$ cat src/rtl/serial_adder.sv
// Bit-serial WIDTH-bit adder: one full-adder cell processes an operand
// bit pair per clock, LSB first, with a start/busy/done handshake.

module fulladd (
    input  logic a,
    input  logic b,
    input  logic cin,
    output logic sum,
    output logic cout
);
    assign sum  = a ^ b ^ cin;
    assign cout = (a & b) | (cin & (a ^ b));
endmodule

module serial_adder #(
    parameter int WIDTH = 8
) (
    input  logic             clk,
    input  logic             rst,
    input  logic             start,
    input  logic [WIDTH-1:0] op_a,
    input  logic [WIDTH-1:0] op_b,
    input  logic             cin,
    output logic             busy,
    output logic             done,
    output logic [WIDTH-1:0] sum,
    output logic             cout
);
    localparam int CW = $clog2(WIDTH);
    localparam logic [CW-1:0] LAST = CW'(WIDTH - 1);

    typedef enum logic [1:0] {
        IDLE = 2'd0,
        RUN  = 2'd1,
        DONE = 2'd2
    } state_t;

    state_t state, state_nxt;

    logic [WIDTH-1:0] a_sr, b_sr;
    logic             carry;
    // the bit that would sit at acc[0] is never read, so it is not stored
    logic [WIDTH-2:0] acc;
    logic [CW-1:0]    cnt;
    logic             fa_sum, fa_cout;
    logic [WIDTH-1:0] res_nxt;

    fulladd u_fa (
        .a    (a_sr[0]),
        .b    (b_sr[0]),
        .cin  (carry),
        .sum  (fa_sum),
        .cout (fa_cout)
    );

    assign res_nxt = {fa_sum, acc};

    always_ff @(posedge clk or posedge rst) begin
        if (rst) begin
            state <= IDLE;
        end else begin
            state <= state_nxt;
        end
    end

    always_comb begin
        state_nxt = state;
        busy      = 1'b0;
        done      = 1'b0;
        unique case (state)
            IDLE: begin
                if (start) begin
                    state_nxt = RUN;
                end
            end
            RUN: begin
                busy = 1'b1;
                if (cnt == LAST) begin
                    state_nxt = DONE;
                end
            end
            DONE: begin
                busy      = 1'b1;
                done      = 1'b1;
                state_nxt = IDLE;
            end
            default: begin
                state_nxt = IDLE;
            end
        endcase
    end

    always_ff @(posedge clk or posedge rst) begin
        if (rst) begin
            a_sr  <= '0;
            b_sr  <= '0;
            carry <= 1'b0;
            acc   <= '0;
            cnt   <= '0;
            sum   <= '0;
            cout  <= 1'b0;
        end else begin
            unique case (state)
                IDLE: begin
                    if (start) begin
                        a_sr  <= op_a;
                        b_sr  <= op_b;
                        carry <= cin;
                        cnt   <= '0;
                    end
                end
                RUN: begin
                    acc   <= res_nxt[WIDTH-1:1];
                    carry <= fa_cout;
                    a_sr  <= a_sr >> 1;
                    b_sr  <= b_sr >> 1;
                    cnt   <= cnt + 1'b1;
                    // final bit: publish the whole result at once
                    if (cnt == LAST) begin
                        sum  <= res_nxt;
                        cout <= fa_cout;
                    end
                end
                default: begin
                end
            endcase
        end
    end
endmodule

$ cat config.mk
export PLATFORM = sky130hd
export DESIGN_NAME = serial_adder
export DESIGN_NICKNAME = d
export VERILOG_FILES = /design/src/rtl/serial_adder.sv
export SDC_FILE = /design/constraint.sdc
export NUM_CORES = 1
export LEC_CHECK = 0
export ABC_CLOCK_PERIOD_IN_PS = 2000
export CORE_ASPECT_RATIO = 0.75
export CORE_MARGIN = 2
export CORE_UTILIZATION = 52
export CTS_CLUSTER_SIZE = 30
export DETAILED_ROUTE_END_ITERATION = 8
export PLACE_DENSITY = 0.79
export SLEW_MARGIN = 20
export SYNTH_ARGS = -nofsm -noshare
export SYNTH_HDL_FRONTEND = slang
export SYNTH_HIERARCHICAL = 1
export SYNTH_SLANG_ARGS = --single-unit
$ cat constraint.sdc
create_clock -name clk -period 2 [get_ports clk]
set_input_delay 0.3 -clock clk [delete_from_list [all_inputs] [get_ports clk]]
set_output_delay 0.3 -clock clk [all_outputs]
set_load 0.03 [all_outputs]
==> run summary <==
Gate power share: 45.8%
max_cap viols: 0
delay-heaviest family, CP: buffers and inverters
reg-to-reg startpoint: state[0]$_DFFE_PP0P_
hold_buf cts: 0
postcts setup bufs: 0
# DRC: 0
CTS buffer count: 5
Seq. cell area: 951 sq um
Crit Path Category: flip-flop to output pin
Remaining Overflow, GRT: 0
Tcrit/Tclk final: 93.5%
YS warnings: 6
DRT antenna net count: 0
Cells after DPL: 216
crit path DAT: 1570 ps
number of synthesized register bits: 38
Final HPWL DP: 2.73 mm
Placer Congestion: 0.864
Synth top area share: 54.2%
# IOs: 31
Setup crit end kind: output pin
Worst R2R Setup Slack: 280 ps
largest net degree at the start of global routing: 39
DR vias/cell: 5.79
initial antenna violation count: 0
critical path peak fanout: 3
fin cells: 223
GRT Util Overall: 21.0%
net switching power: 1.28 mW
ant diodes: 0
multi-input logic area: 721 sq um
post-synthesis instance total: 147
Worst Path Required: 1700 ps
post-layout min period: 1870 ps
CP max-delay cell: clkdlybuf4s50_1
clock skew: 4.92 ps
register share of total power: 39.9%
Slew Limit Fails: 0
CP endpoint: done
DR vias: 1292
die area: 0.00386 sq mm
CTS root buffer: clkbuf_8
CTS tree: yes
Peak Freq: 0.535 GHz
core area: 0.00327 sq mm
Startpoint Class: flip-flop
Yosys top cell by area: dfrtp_1
unrepaired setup endpoints after global routing: false
Pre-Repair DR Iteration Count: 4
top cells by area, synth: dfrtp_1 (54%), mux2_2 (10%), o221a_2 (4.5%)
clock network fraction of design power: 14.3%
worst-skew pair later-pin latency: 280 ps
fin nets: 209
Worst-Margin Slew: 469 ps
Site Rows: 18
Max stage delay on crit path: 660 ps
Top FF cell, synth: dfrtp_1
register area share after synthesis: 54.2%
vias in the first global route: 1265
initial core utilization: 53.8%
Worst path depth: 3
outcome: complete, no violations
Cell variety after synth: 30
die height: 54.3 microns
internal power: 2.10 mW
global-route wire length before repair: 6.12 mm
clock buffer depth: 2
Final Setup Violations: 0
VDD IR max: 0.682 mV
CTS H-Tree Depth: 2
Power Density: 1540 mW/mm^2
Area Growth Syn to Fin: 24.6%
clk slew on worst S/H paths: 70 ps
Crit path buffers/inverters: 2
CP cell instances: inv_1 -> ha_1 -> clkdlybuf4s50_1
PostCTS Resize Cnt: 0
syn_area_per_cell: 11.9 sq um
number of flops mapped to enable cells by yosys: 0
Final Hold Fails: 0
Num Clock Sinks: 38
switch share: 37.8%
post-synthesis async set-or-reset flop share: 100%
die width: 71.1 microns
reg-to-reg critical path endpoint: a_sr[3]$_DFFE_PP0P_
relative slew slack: 68.7%
Filler cells: 236
drt total wl: 3.78 mm
r2r worst-path depth: 6
Port Buf Inserts: 30
Lkg Pwr: 0.973 nW
share of layout cells above drive strength 1: 20.2%
Fin Setup TNS: 0 ps
area of the mapped netlist: 0.00176 sq mm
First DRT Iteration DRCs: 96
Synth Net Count: 173
Routed WL per cell: 16.9 microns
CP Launch Point: state[0]$_DFFE_PP0P_
Hold Crit Class: input pin to async pin
[Yosys cell counts (3+ instances only)]
master	n
ha_1	5
nand2_1	5
inv_1	9
o21ai_0	7
buf_2	4
o22a_1	3
or3_1	7
dfrtp_1	38
nor2_1	8
a221oi_1	4
nand3_1	3
o22ai_1	4
o221a_2	7
mux2_2	16
a21oi_1	5
[cells in the final DEF, fill, tap and decap left out, drive strengths merged]
master / instances
dfrtp: 38
clkdlybuf4s50: 29
mux2: 16
inv: 9
nor2: 9
o221a: 9
o21ai: 7
or3: 7
buf: 7
clkbuf: 7
nand2: 6
a21oi: 5
ha: 5
a221oi: 4
o22ai: 4
o22a: 3
nand3: 3
nand2b: 2
nor3: 2
a22o: 2
and3b: 2
nand4: 2
nor2b: 1
and3: 1
a211oi: 1
dlymetal6s2s: 1
fa: 1
[cells by family (layout without fill, tap and decap cells)]
logic type | after synthesis | in the layout | synth area share, %
buffers and inverters | 17 | 53 | 4.77
flip-flops | 38 | 38 | 54.2
AO/OA/AOI/OAI | 35 | 35 | 15.5
adder cells (fa/ha/maj) | 6 | 6 | 4.70
multiplexers | 16 | 16 | 10.3
AND/OR/NAND/NOR | 35 | 35 | 10.5
[routing by layer]
metal	track usage [%]	vias to the layer above	routed length, microns
met5	0	-	0
met2	34.6	45	1870
met4	3.77	0	19
met1	28.7	630	1640
met3	5.71	3	242
li1	-	614	-
[sequential cells by signal, indices dropped and copies added, names as in the netlist]
signal  cells
acc         7
b_sr        8
carry       1
cout        1
cnt         3
a_sr        8
sum         8
state       2
[area by class of cell]
cell class	count	area share, %
multi-input combinational	92	33.0
tap	40	2.29
inverter	9	1.54
clock buffer	7	3.49
timing repair buffer	37	16.2
sequential	38	43.5
[worst register-to-register path: cells and delay by family (launching register included)]
kind | cells | cell delay, ps
and+or+nand+nor | 2 | 390
DFF | 1 | 370
adders and majority gates | 1 | 300
buffers and inverters | 2 | 280
AOI/OAI and AO/OA | 1 | 270
[how the worst min path moves through the flow]
stage                  startpoint  slack (ps)             endpoint  cells past startpoint
2_1_floorplan  cnt[0]$_DFFE_PP0P_         460   cnt[0]$_DFFE_PP0P_                      1
3_3_place_gp   sum[7]$_DFFE_PP0P_         490   sum[7]$_DFFE_PP0P_                      1
3_5_place_dp   sum[5]$_DFFE_PP0P_         490   sum[5]$_DFFE_PP0P_                      1
4_1_cts                       rst         450   sum[3]$_DFFE_PP0P_                      3
5_1_grt                       rst         490  a_sr[4]$_DFFE_PP0P_                      3
6_report                      rst         430   sum[6]$_DFFE_PP0P_                      3
[power groups by stage]
stage	clock, mW	combinational (mW)	sequential [mW]
final	0.481	1.55	1.35
after global routing	0.528	1.69	1.40
after CTS	0.491	1.56	1.35
after detailed placement	0	1.56	1.36
after global placement	0	1.48	1.34
after floorplan	0	0.977	1.43
[metrics by stage]
stage	hold slack, ps	util [%]	worst slack (ps)	instance area (sq um)	power [mW]
detailed placement	494	64.6	120	2110	2.92
finish	431	67.0	130	2190	3.37
global placement	488	64.6	230	2110	2.81
floorplan	461	-	510	1760	2.41
CTS	445	66.9	4.40	2180	3.40
global route	487	67.0	40.2	2190	3.62
Power figures use the tool's default switching activity.
